## config.mk

```make
export PLATFORM = sky130hd
export DESIGN_NAME = qec_grid_sequencer
export DESIGN_NICKNAME = d
export VERILOG_FILES = /design/src/rtl/qec_grid_sequencer_pkg.sv /design/src/rtl/qec_grid_sequencer_lowest_set_encoder.sv /design/src/rtl/qec_grid_sequencer.sv
export SDC_FILE = /design/constraint.sdc
export NUM_CORES = 1
export LEC_CHECK = 0
export ABC_AREA = 0
export BUFFER_PORTS_ARGS = -buffer_cell sky130_fd_sc_hd__buf_2
export CORE_ASPECT_RATIO = 0.5
export CORE_MARGIN = 2
export CORE_UTILIZATION = 49
export DETAILED_ROUTE_END_ITERATION = 12
export GPL_TIMING_DRIVEN = 0
export PLACE_DENSITY_LB_ADDON = 0.3
export RECOVER_POWER = 50
export SLEW_MARGIN = 20
export SYNTH_ARGS = -nofsm -noshare
export SYNTH_HDL_FRONTEND = slang
export SYNTH_SLANG_ARGS = --single-unit
```

## constraint.sdc

```tcl
create_clock -name clk -period 2.3 [get_ports clk]
set_input_delay 0.23 -clock clk [delete_from_list [all_inputs] [get_ports clk]]
set_output_delay 0.23 -clock clk [all_outputs]
set_load 0.02 [all_outputs]
```

## src/rtl/qec_grid_sequencer_pkg.sv

```systemverilog
// qec_grid_sequencer_pkg
// Shared definitions for the stabilizer-grid sequencer:
//   - sequencer state encoding (8 states, 3 bits)
//   - default coordinate / match-word widths
//   - grid index -> (y, x) conversion helpers (index i = y*GRID_WIDTH + x)
package qec_grid_sequencer_pkg;

  localparam int CORDINATE_WIDTH_DEFAULT   = 4;
  localparam int MATCH_VALUE_WIDTH_DEFAULT = 2 * CORDINATE_WIDTH_DEFAULT;

  typedef enum logic [2:0] {
    ST_IDLE    = 3'd0,
    ST_LOAD    = 3'd1,
    ST_SETTLE  = 3'd2,
    ST_START   = 3'd3,
    ST_OFFER   = 3'd4,
    ST_STOP    = 3'd5,
    ST_CAPTURE = 3'd6,
    ST_DRAIN   = 3'd7
  } seq_state_t;

  // Row of a flattened grid index.
  function automatic int idx_to_y(input int idx, input int width);
    return idx / width;
  endfunction

  // Column of a flattened grid index.
  function automatic int idx_to_x(input int idx, input int width);
    return idx % width;
  endfunction

endpackage

```

## src/rtl/qec_grid_sequencer_lowest_set_encoder.sv

```systemverilog
// lowest_set_encoder
// N-bit priority encoder: returns the index of the lowest set bit of vec.
// Ports:
//   vec   in  N   : input vector
//   index out IW  : index of the lowest set bit (0 when none)
//   none  out 1   : high when vec is all zeros
module lowest_set_encoder #(
  parameter int N  = 6,
  parameter int IW = (N > 1) ? $clog2(N) : 1
) (
  input  logic [N-1:0]  vec,
  output logic [IW-1:0] index,
  output logic          none
);

  // Scan from the top down so the lowest set bit is the last one to win.
  always_comb begin
    index = '0;
    none  = 1'b1;
    for (int i = N - 1; i >= 0; i--) begin
      index = vec[i] ? IW'(i) : index;
      none  = none & ~vec[i];
    end
  end

endmodule

```

## src/rtl/qec_grid_sequencer.sv

```systemverilog
// qec_grid_sequencer
// Control-side driver for the stabilizer decoder grid. Accepts one syndrome
// word, loads it into the grid with a one-cycle pulse, runs the offer phase
// with start/stop pulses separated by fixed cycle budgets, captures the grid's
// match values and streams one result per defect over a valid/ready port.
// Ports:
//   clk, reset               : clock, asynchronous active-high reset
//   syndrome_in/valid/ready  : syndrome input handshake (ready only in IDLE)
//   measurement_value_out    : registered copy of the accepted syndrome
//   measurement_valid_out    : one-cycle grid load pulse
//   start_offer, stop_offer  : one-cycle offer-phase pulses
//   match_value_in           : grid match values, slice i = [i*MW +: MW]
//   result_valid/ready       : result output handshake
//   result_y/x/match/last    : defect coordinates, its match, final-defect flag
//   done                     : one-cycle end-of-round pulse
//   busy                     : high in every state except IDLE
module qec_grid_sequencer
  import qec_grid_sequencer_pkg::*;
#(
  parameter int GRID_HEIGHT       = 2,
  parameter int GRID_WIDTH        = 3,
  parameter int CORDINATE_WIDTH   = CORDINATE_WIDTH_DEFAULT,
  parameter int MATCH_VALUE_WIDTH = 2 * CORDINATE_WIDTH,
  parameter int SETTLE_CYCLES     = 100,
  parameter int OFFER_CYCLES      = 2500
) (
  input  logic                                              clk,
  input  logic                                              reset,
  input  logic [GRID_HEIGHT*GRID_WIDTH-1:0]                 syndrome_in,
  input  logic                                              syndrome_valid,
  output logic                                              syndrome_ready,
  output logic [GRID_HEIGHT*GRID_WIDTH-1:0]                 measurement_value_out,
  output logic                                              measurement_valid_out,
  output logic                                              start_offer,
  output logic                                              stop_offer,
  input  logic [GRID_HEIGHT*GRID_WIDTH*MATCH_VALUE_WIDTH-1:0] match_value_in,
  output logic                                              result_valid,
  input  logic                                              result_ready,
  output logic [CORDINATE_WIDTH-1:0]                        result_y,
  output logic [CORDINATE_WIDTH-1:0]                        result_x,
  output logic [MATCH_VALUE_WIDTH-1:0]                      result_match,
  output logic                                              result_last,
  output logic                                              done,
  output logic                                              busy
);

  localparam int N       = GRID_HEIGHT * GRID_WIDTH;
  localparam int MW      = MATCH_VALUE_WIDTH;
  localparam int IW      = (N > 1) ? $clog2(N) : 1;
  localparam int CNT_MAX = (SETTLE_CYCLES > OFFER_CYCLES) ? SETTLE_CYCLES : OFFER_CYCLES;
  localparam int CNT_W   = $clog2(CNT_MAX + 1);

  seq_state_t          state_r;
  logic [CNT_W-1:0]    cnt_r;
  logic [N-1:0]        pending_r;
  logic [N*MW-1:0]     match_r;

  logic [IW-1:0]       enc_index_s;
  logic                enc_none_s;
  logic                drain_s;
  logic                hs_s;
  logic                last_s;
  logic [N-1:0]        onehot_s;

  lowest_set_encoder #(.N(N), .IW(IW)) u_lowest_set_encoder (
    .vec   (pending_r),
    .index (enc_index_s),
    .none  (enc_none_s)
  );

  // Result port: decoded combinationally from the pending mask and captured matches.
  always_comb begin
    drain_s      = (state_r == ST_DRAIN);
    result_valid = drain_s & ~enc_none_s;
    hs_s         = result_valid & result_ready;
    onehot_s     = N'(1) << enc_index_s;
    // Exactly one bit left: clearing the lowest set bit leaves nothing.
    last_s       = result_valid & ((pending_r & (pending_r - N'(1))) == '0);
    result_last  = last_s;
    result_y     = drain_s ? CORDINATE_WIDTH'(idx_to_y(32'(enc_index_s), GRID_WIDTH)) : '0;
    result_x     = drain_s ? CORDINATE_WIDTH'(idx_to_x(32'(enc_index_s), GRID_WIDTH)) : '0;
    result_match = drain_s ? match_r[enc_index_s*MW +: MW] : '0;
  end

  // Round sequencer: state, shared down-counter, pending mask and all registered outputs.
  always_ff @(posedge clk or posedge reset) begin
    if (reset) begin
      state_r               <= ST_IDLE;
      cnt_r                 <= '0;
      pending_r             <= '0;
      match_r               <= '0;
      measurement_value_out <= '0;
      measurement_valid_out <= 1'b0;
      start_offer           <= 1'b0;
      stop_offer            <= 1'b0;
      done                  <= 1'b0;
      syndrome_ready        <= 1'b1;
      busy                  <= 1'b0;
    end else begin
      // Pulse outputs default low; the states below raise them for one cycle.
      measurement_valid_out <= 1'b0;
      start_offer           <= 1'b0;
      stop_offer            <= 1'b0;
      done                  <= 1'b0;
      case (state_r)
        ST_IDLE: begin
          // syndrome_ready is high throughout IDLE, so valid alone completes the handshake.
          if (syndrome_valid) begin
            measurement_value_out <= syndrome_in;
            pending_r             <= syndrome_in;
            measurement_valid_out <= 1'b1;
            syndrome_ready        <= 1'b0;
            busy                  <= 1'b1;
            state_r               <= ST_LOAD;
          end
        end
        ST_LOAD: begin
          cnt_r   <= CNT_W'(SETTLE_CYCLES);
          state_r <= ST_SETTLE;
        end
        ST_SETTLE: begin
          if (cnt_r == CNT_W'(1)) begin
            cnt_r       <= '0;
            start_offer <= 1'b1;
            state_r     <= ST_START;
          end else begin
            cnt_r <= cnt_r - CNT_W'(1);
          end
        end
        ST_START: begin
          cnt_r   <= CNT_W'(OFFER_CYCLES);
          state_r <= ST_OFFER;
        end
        ST_OFFER: begin
          if (cnt_r == CNT_W'(1)) begin
            cnt_r      <= '0;
            stop_offer <= 1'b1;
            state_r    <= ST_STOP;
          end else begin
            cnt_r <= cnt_r - CNT_W'(1);
          end
        end
        ST_STOP: begin
          state_r <= ST_CAPTURE;
        end
        ST_CAPTURE: begin
          match_r <= match_value_in;
          // An empty round has nothing to drain: done lands in the first DRAIN cycle.
          done    <= (pending_r == '0);
          state_r <= ST_DRAIN;
        end
        ST_DRAIN: begin
          if (enc_none_s) begin
            syndrome_ready <= 1'b1;
            busy           <= 1'b0;
            state_r        <= ST_IDLE;
          end else if (hs_s) begin
            pending_r <= pending_r & ~onehot_s;
            done      <= last_s;
          end
        end
        default: begin
          pending_r      <= '0;
          syndrome_ready <= 1'b1;
          busy           <= 1'b0;
          state_r        <= ST_IDLE;
        end
      endcase
    end
  end

endmodule

```

==> qor.yml, run 1 <==
outcome:
  status: "finished with violations"
  violations: "negative setup slack"
grt:
  grt.total_usage_pct: 23.74
  grt_pass1_wl_um: 16370
  grt_pass1_vias: 3270
  grt-ovfl-total: 0
  grt_max_degree: 34
  antenna_found_initial: 0
synthesis:
  synthArstFlopShare_pct: 100.0
  synth_area_um2: 4110
  ys_ff_latch: 81
  synth.yosys.seq_area_share_pct: 49.35
  synth-edff-count: 0
  yosysWarnings: 0
  synthCells: 377
  synth_top_area_cell: "dfrtp_1"
  postSynthAreaPerCell_um2: 10.90
  ys_top_cells_by_area: "dfrtp_1, mux2_2, nand2_1"
  synthDistinctLibCells: 59
  synth_ff_type: "dfrtp_1"
  synth_top_area_share_pct: 48.71
timing:
  tightest_slew_ns: 0.8203
  finalHoldViolCount: 0
  setup_viol: 11
  finalClockSkew_ns: 0.006233
  slew_headroom_pct: 45.31
  final_max_slew_viol_count: 0
  rsz0062_at_grt: "true"
  whs_ns: 0.1024
  setup_ws_ns: -0.2204
  timing.final.crit_share_pct: 109.6
  fmax_mhz: 396.8
  period_needed_ns: 2.520
clock_network:
  clock_path_buffers: 2
  cts_made_buffers: 9
  clock-root-buffer: "clkbuf_16"
  clk_pin_slew_ns: 0.06
  cts_tree: "yes"
  cts_max_level: 3
  clock-sinks: 81
  clkLatencyLatePin_ns: 0.34
worst_setup_path:
  crit_required_ns: 2.07
  reg2reg_depth: 6
  path_class: "flip-flop to primary output"
  slowest_delay_ns: 0.60
  cp_top_family: "simple AND/OR/NAND/NOR gates"
  start_kind: "flip-flop"
  crit_buf_inv: 1
  crit_arrival_ns: 2.29
  crit_path_end_kind: "primary output"
  slowest_stage: "or4b_4"
  crit_fanout: 9
  cp_num_cells: 5
  path_cells: "or4b_4, a211o_1, nor4b_4, a221o_1, buf_6"
place:
  gp_congestion: 0.8511
  dp_hpwl_um: 7084
  portBuffers: 84
floorplan:
  fp.dieH_um: 68.76
  start_util_pct: 51.01
  io_pins: 88
  dieArea_um2: 9181
  die_w_um: 133.5
  rows: 23
  core_area_um2: 8058
worst_hold_path:
  hold_depth: 3
  hold_path.class: "primary input to flip-flop"
layout:
  layout-drive-gt1-share_pct: 47.78
  syn_to_final_growth_pct: 37.66
  final_core_util_pct: 70.22
  n_antenna_cell: 0
  final_cell_mix: "dfrtp_1, buf_2, mux2_2"
  final_common_cell: "dfrtp_1"
  nets: 557
route:
  drc: 0
  drt_iter0_drc: 174
  ant_nets: 0
  wl_per_cell_um: 18.14
  first_pass_iters: 4
  via_per_inst: 5.694
  routed_wl_um: 11030
  vias: 3462
power_and_ir_drop:
  ir_drop_mv: 0.3635
  leakagePower_nw: 2.478
  power_density_nw_per_um2: 566.0
job:
  cap_viol_max_count: 0
## worst reg2reg max path, delay by kind of cell, from the launching register on
family        cells  cell delay, ns
buf+inv           3            0.74
flops             1            0.42
fa+ha+maj         1            0.31
simple gates      1            0.22
mux               1            0.38
## cell families (layout without fill, tap and decap cells)
family	count (synthesis)	after routing	synth area share [%]
muxes	53	53	14.46
other	1	3	0.09124
and+or+nand+nor	114	114	14.70
buffers and inverters	39	156	3.988
xor gates and xnor gates	1	1	0.2131
adders and majority gates	9	9	2.679
AOI/OAI and AO/OA	79	79	14.52
DFF	81	81	49.35
## per-stage QoR
stage	cell area (um^2)	setup slack, ns	std cells	total power [mW]	setup TNS [ns]
6_report	5658	-0.2204	608	3.202	-1.918
5_1_grt	5658	-0.2774	608	3.314	-2.747
4_1_cts	5443	-0.2270	598	3.225	-2.067
3_5_place_dp	4731	-0.3300	577	1.667	-5.154
3_3_place_gp	4691	-0.2681	575	1.653	-3.480
2_1_floorplan	4130	0.04871	379	1.584	0
## final timing paths
path	to	slack (ns)	from
worst max-delay path	result_match[6]	-0.22	pending_r[3]$_DFFE_PP0P_
worst min-delay path	measurement_value_out[3]$_DFFE_PP0P_	0.10	syndrome_in[3]
worst max register to register	match_r[28]$_DFFE_PP0P_	0.11	state_r[0]$_DFFE_PP0P_
worst min register to register	measurement_value_out[0]$_DFFE_PP0P_	0.47	measurement_value_out[0]$_DFFE_PP0P_
max in group asynchronous	pending_r[5]$_DFFE_PP0P_	0.47	reset
min in group asynchronous	match_r[23]$_DFFE_PP0P_	0.54	reset
## synth_stat cells, types with 3 or more instances
cell / number
a22o_1: 4
nand2b_1: 11
or4_1: 3
inv_1: 15
a221o_1: 10
o21ai_0: 11
o211ai_1: 5
ha_1: 8
clkbuf_1: 16
nor2_1: 16
a21oi_1: 6
a31oi_1: 3
a2111oi_0: 7
nand2_1: 36
nand3_1: 11
o22ai_1: 9
nor4_1: 3
nor2b_1: 3
buf_4: 4
mux2_2: 51
dfrtp_1: 80
nor3_1: 7
o31ai_1: 9
and3_1: 4
## repair_timing
item / CTS / global route
resized for setup: 73 / 37
hold buffers: 1 / 0
pin swaps: 9 / 8
setup buffers: 8 / 11
setup endpoints to repair: 27 / 17
hold endpoints to repair: 17 / 0
## metal layers
layer	part of all wire (%)	global-route usage, %	vias to the layer above	routed length [um]
li1	-	-	1627	-
met1	44	29.53	1730	4846
met2	50	41.37	96	5520
met3	5.2	6.433	9	575
met4	0.80	7.979	0	88
met5	0	0	-	0
## flip-flops by register name, indices dropped and copies added (netlist names)
name and flops:
measurement_valid_out 1, match_r 48, state_r 3, measurement_value_out 6, busy 1, start_offer 1, syndrome_ready 1, cnt_r 12
stop_offer 1, pending_r 6, done 1
## power by group
part / switching, mW / total, mW / internal (mW)
registers: 0.0291 / 1.50 / 1.47
clock network: 0.541 / 1.55 / 1.01
logic: 0.0732 / 0.152 / 0.0789
## cell type report
class / instances / area (um^2)
repair buffers: 106 / 664.4
plain buffers: 19 / 132.6
flip-flops and latches: 81 / 2032
well taps: 112 / 140.1
clock buffers: 14 / 264.0
clock inverters: 2 / 60.06
multi-input cells: 259 / 2303
fillers: 548 / 2400
inverters: 15 / 61.31
Power figures use the tool's default switching activity.
==> run 2, diff against run 1 <==
Settings changed: CORE_UTILIZATION 49 to 51, CTS_BUF_LIST set to sky130_fd_sc_hd__clkbuf_8.
==> run 2 against run 1 <==
The flow still finishes with violations (negative setup slack); register-to-register slack got worse by 0.02 ns; first-iteration DRC count increased by 46%; clock power decreased by 26%; core utilization decreased by 0.13 points; sequential share of layout area increased by 0.70 points; final cell count decreased by 0.82%; power decreased by 13%; fmax decreased by 1.3%; setup slack got worse by 0.033 ns; global-route usage increased by 0.92 points; sequential power about the same; count of clock-buffer cells in the layout decreased by 4; critical path type unchanged.
==> qor.yml, run 2 (synthesis gave the netlist of run 1 again) <==
power_and_ir_drop:
  p_total_mw: 2.786  # was 3.202 mW
  p_switching_uw: 614.1  # was 643.2 uW
  seqPwrFrac_pct: 53.7  # was 46.8%
  leakagePower_nw: 2.408  # was 2.478 nW
  p_int_mw: 2.172  # was 2.559 mW
  swShare_pct: 22.04  # was 20.09%
  ir_drop_mv: 0.2725  # was 0.3635 mV
  pwr-share-clk_pct: 40.8  # was 48.5%
  power_density_nw_per_um2: 502.4  # was 566.0 nW/um^2
  p_comb_share_pct: 5.5  # was 4.7%
worst_setup_path:
  cp_num_cells: 6  # was 5
  reg2reg_depth: 6  # unchanged
  path_cells: "buf_8, or4b_4, o22ai_2, a2111oi_2, a221o_1, buf_6"  # was or4b_4, a211o_1, nor4b_4, a221o_1, buf_6
  start_kind: "flip-flop"  # unchanged
  crit_fanout: 10  # was 9
  crit_required_ns: 2.07  # about the same
  crit_buf_inv: 2  # was 1
  crit_arrival_ns: 2.32  # was 2.29 ns
  crit_path_end_kind: "primary output"  # unchanged
  slowest_stage: "or4b_4"  # unchanged
  slowest_delay_ns: 0.64  # was 0.60 ns
  cp_top_family: "simple AND/OR/NAND/NOR gates"  # unchanged
  path_class: "flip-flop to primary output"  # unchanged
layout:
  reg_top3: "match_r: 48 flops, cnt_r: 12 flops"  # unchanged
  final_core_util_pct: 70.09  # was 70.22%
  n_antenna_cell: 0  # unchanged
  fillers: 573  # was 548
  final_cell_mix: "dfrtp_1, buf_2, mux2_2"  # unchanged
  regMostFlops: "match_r"  # unchanged
  final_common_cell: "dfrtp_1"  # unchanged
  finalNonFillerCells: 603  # was 608
  multiInputGateArea_um2: 2297  # was 2303 um^2
  nets: 553  # was 557
  regArea_um2: 2031  # was 2032 um^2
  syn_to_final_growth_pct: 34.95  # was 37.66%
  layout-drive-gt1-share_pct: 45.62  # was 47.78%
  largest_reg_flops: 48  # unchanged
clock_network:
  cts_tree: "yes"  # unchanged
  clkLatencyLatePin_ns: 0.37  # was 0.34 ns
  clock-sinks: 81  # unchanged
  cts_max_level: 3  # unchanged
  clock-root-buffer: "clkbuf_8"  # was clkbuf_16
  clock_path_buffers: 2  # unchanged
  cts_made_buffers: 9  # unchanged
  clk_pin_slew_ns: 0.08  # was 0.06 ns
timing:
  setup_ws_ns: -0.2529  # was -0.2204 ns
  fmax_mhz: 391.7  # was 396.8 MHz
  slew_headroom_pct: 30.20  # was 45.31%
  finalHoldViolCount: 0  # unchanged
  tightest_slew_ns: 1.041  # was 0.8203 ns
  finalClockSkew_ns: 0.008603  # was 0.006233 ns
  setup_viol: 14  # was 11
  rsz0062_at_grt: "true"  # unchanged
  timing.final.crit_share_pct: 111.0  # was 109.6%
  final_max_slew_viol_count: 0  # unchanged
  period_needed_ns: 2.553  # was 2.520 ns
place:
  gp_congestion: 0.8670  # was 0.8511
  dp_hpwl_um: 6871  # was 7084 um
  dp.cells: 577  # unchanged
  portBuffers: 84  # unchanged
route:
  via_per_inst: 5.620  # was 5.694
  wl_per_cell_um: 17.80  # was 18.14 um
  first_pass_iters: 4  # unchanged
  routed_wl_um: 10740  # was 11,030 um
  ant_nets: 0  # unchanged
  drt_iter0_drc: 254  # was 174
  drc: 0  # unchanged
  vias: 3389  # was 3,462
outcome:
  violations: "negative setup slack"  # unchanged
  status: "finished with violations"  # unchanged
floorplan:
  start_util_pct: 51.94  # was 51.01%
  core_area_um2: 7914  # was 8058 um^2
  die_w_um: 131.0  # was 133.5 um
  dieArea_um2: 8837  # was 9181 um^2
  fp.dieH_um: 67.48  # was 68.76 um
  rows: 23  # unchanged
  io_pins: 88  # unchanged
job:
  cap_viol_max_count: 0  # unchanged
grt:
  grt-ovfl-total: 0  # unchanged
  grt_max_degree: 34  # unchanged
  grt_pass1_vias: 3223  # was 3,270
  antenna_found_initial: 0  # unchanged
  grt.total_usage_pct: 24.66  # was 23.74%
  grt_pass1_wl_um: 16350  # was 16,370 um
worst_hold_path:
  hold_path.class: "primary input to flip-flop"  # unchanged
  hold_depth: 3  # unchanged
==> run 2: worst reg2reg max path, cell delays in order, from the launching register on <==
cell,delay (ns)
dfrtp_1,0.43
inv_1,0.08
ha_2,0.20
or4b_4,0.51
or4_4,0.43
or4_1,0.41
nand3_1,0.09
==> run 2: metrics by stage <==
| stage | worst slack, ns | cell area (um^2) | setup TNS (ns) | hold slack, ns |
|---|---|---|---|---|
| 4_1_cts | -0.2561 | 5374 | -2.346 | 0.05808 |
| 6_report | -0.2529 | 5547 | -2.696 | 0.06440 |
| 3_3_place_gp | -0.2834 | 4691 | -3.537 | 0.4397 |
| 3_5_place_dp | -0.3594 | 4731 | -4.598 | 0.3094 |
| 5_1_grt | -0.3598 | 5547 | -4.063 | 0.07171 |
| 2_1_floorplan | 0.04871 | 4130 | 0 | 0.3354 |
==> run 2: routing by layer <==
metal	part of all wire [%]	track usage [%]	wire length, um
met4	2.0	7.713	219
met1	45	33.03	4805
met3	5.2	6.498	561
met2	48	39.77	5148
met5	0	0	0
==> run 2: final timing paths <==
kind	start	to	slack [ns]
min	syndrome_in[3]	measurement_value_out[3]$_DFFE_PP0P_	0.06
min reg2reg	measurement_value_out[0]$_DFFE_PP0P_	measurement_value_out[0]$_DFFE_PP0P_	0.48
max in group asynchronous	reset	syndrome_ready$_DFFE_PP1P_	0.28
max	pending_r[2]$_DFFE_PP0P_	result_match[2]	-0.25
max reg2reg	cnt_r[0]$_DFFE_PP0P_	cnt_r[10]$_DFFE_PP0P_	0.09
min in group asynchronous	reset	match_r[23]$_DFFE_PP0P_	0.57
==> run 2: layout make-up <==
cell class / count / area share (%)
Inverter: 15 / 1.083
Sequential cell: 81 / 36.61
Timing Repair Buffer: 103 / 12.27
Buffer: 18 / 2.301
Clock buffer: 10 / 2.481
Multi-Input combinational cell: 259 / 41.42
Tap cell: 112 / 2.526
Clock inverter: 5 / 1.308
==> run 2: timing repair <==
item | CTS | global route
hold buffers | 1 | 0
hold endpoints to repair | 23 | 0
setup buffers | 10 | 6
setup endpoints to repair | 27 | 21
pin swaps | 13 | 10
gates resized for setup | 83 | 33
==> run 2: power by group through the flow <==
stage	clock network, mW	registers (mW)	logic [mW]
6_report	1.14	1.50	0.153
5_1_grt	1.22	1.50	0.170
3_3_place_gp	0	1.52	0.138
2_1_floorplan	0	1.51	0.0741
4_1_cts	1.16	1.49	0.156
3_5_place_dp	0	1.52	0.150
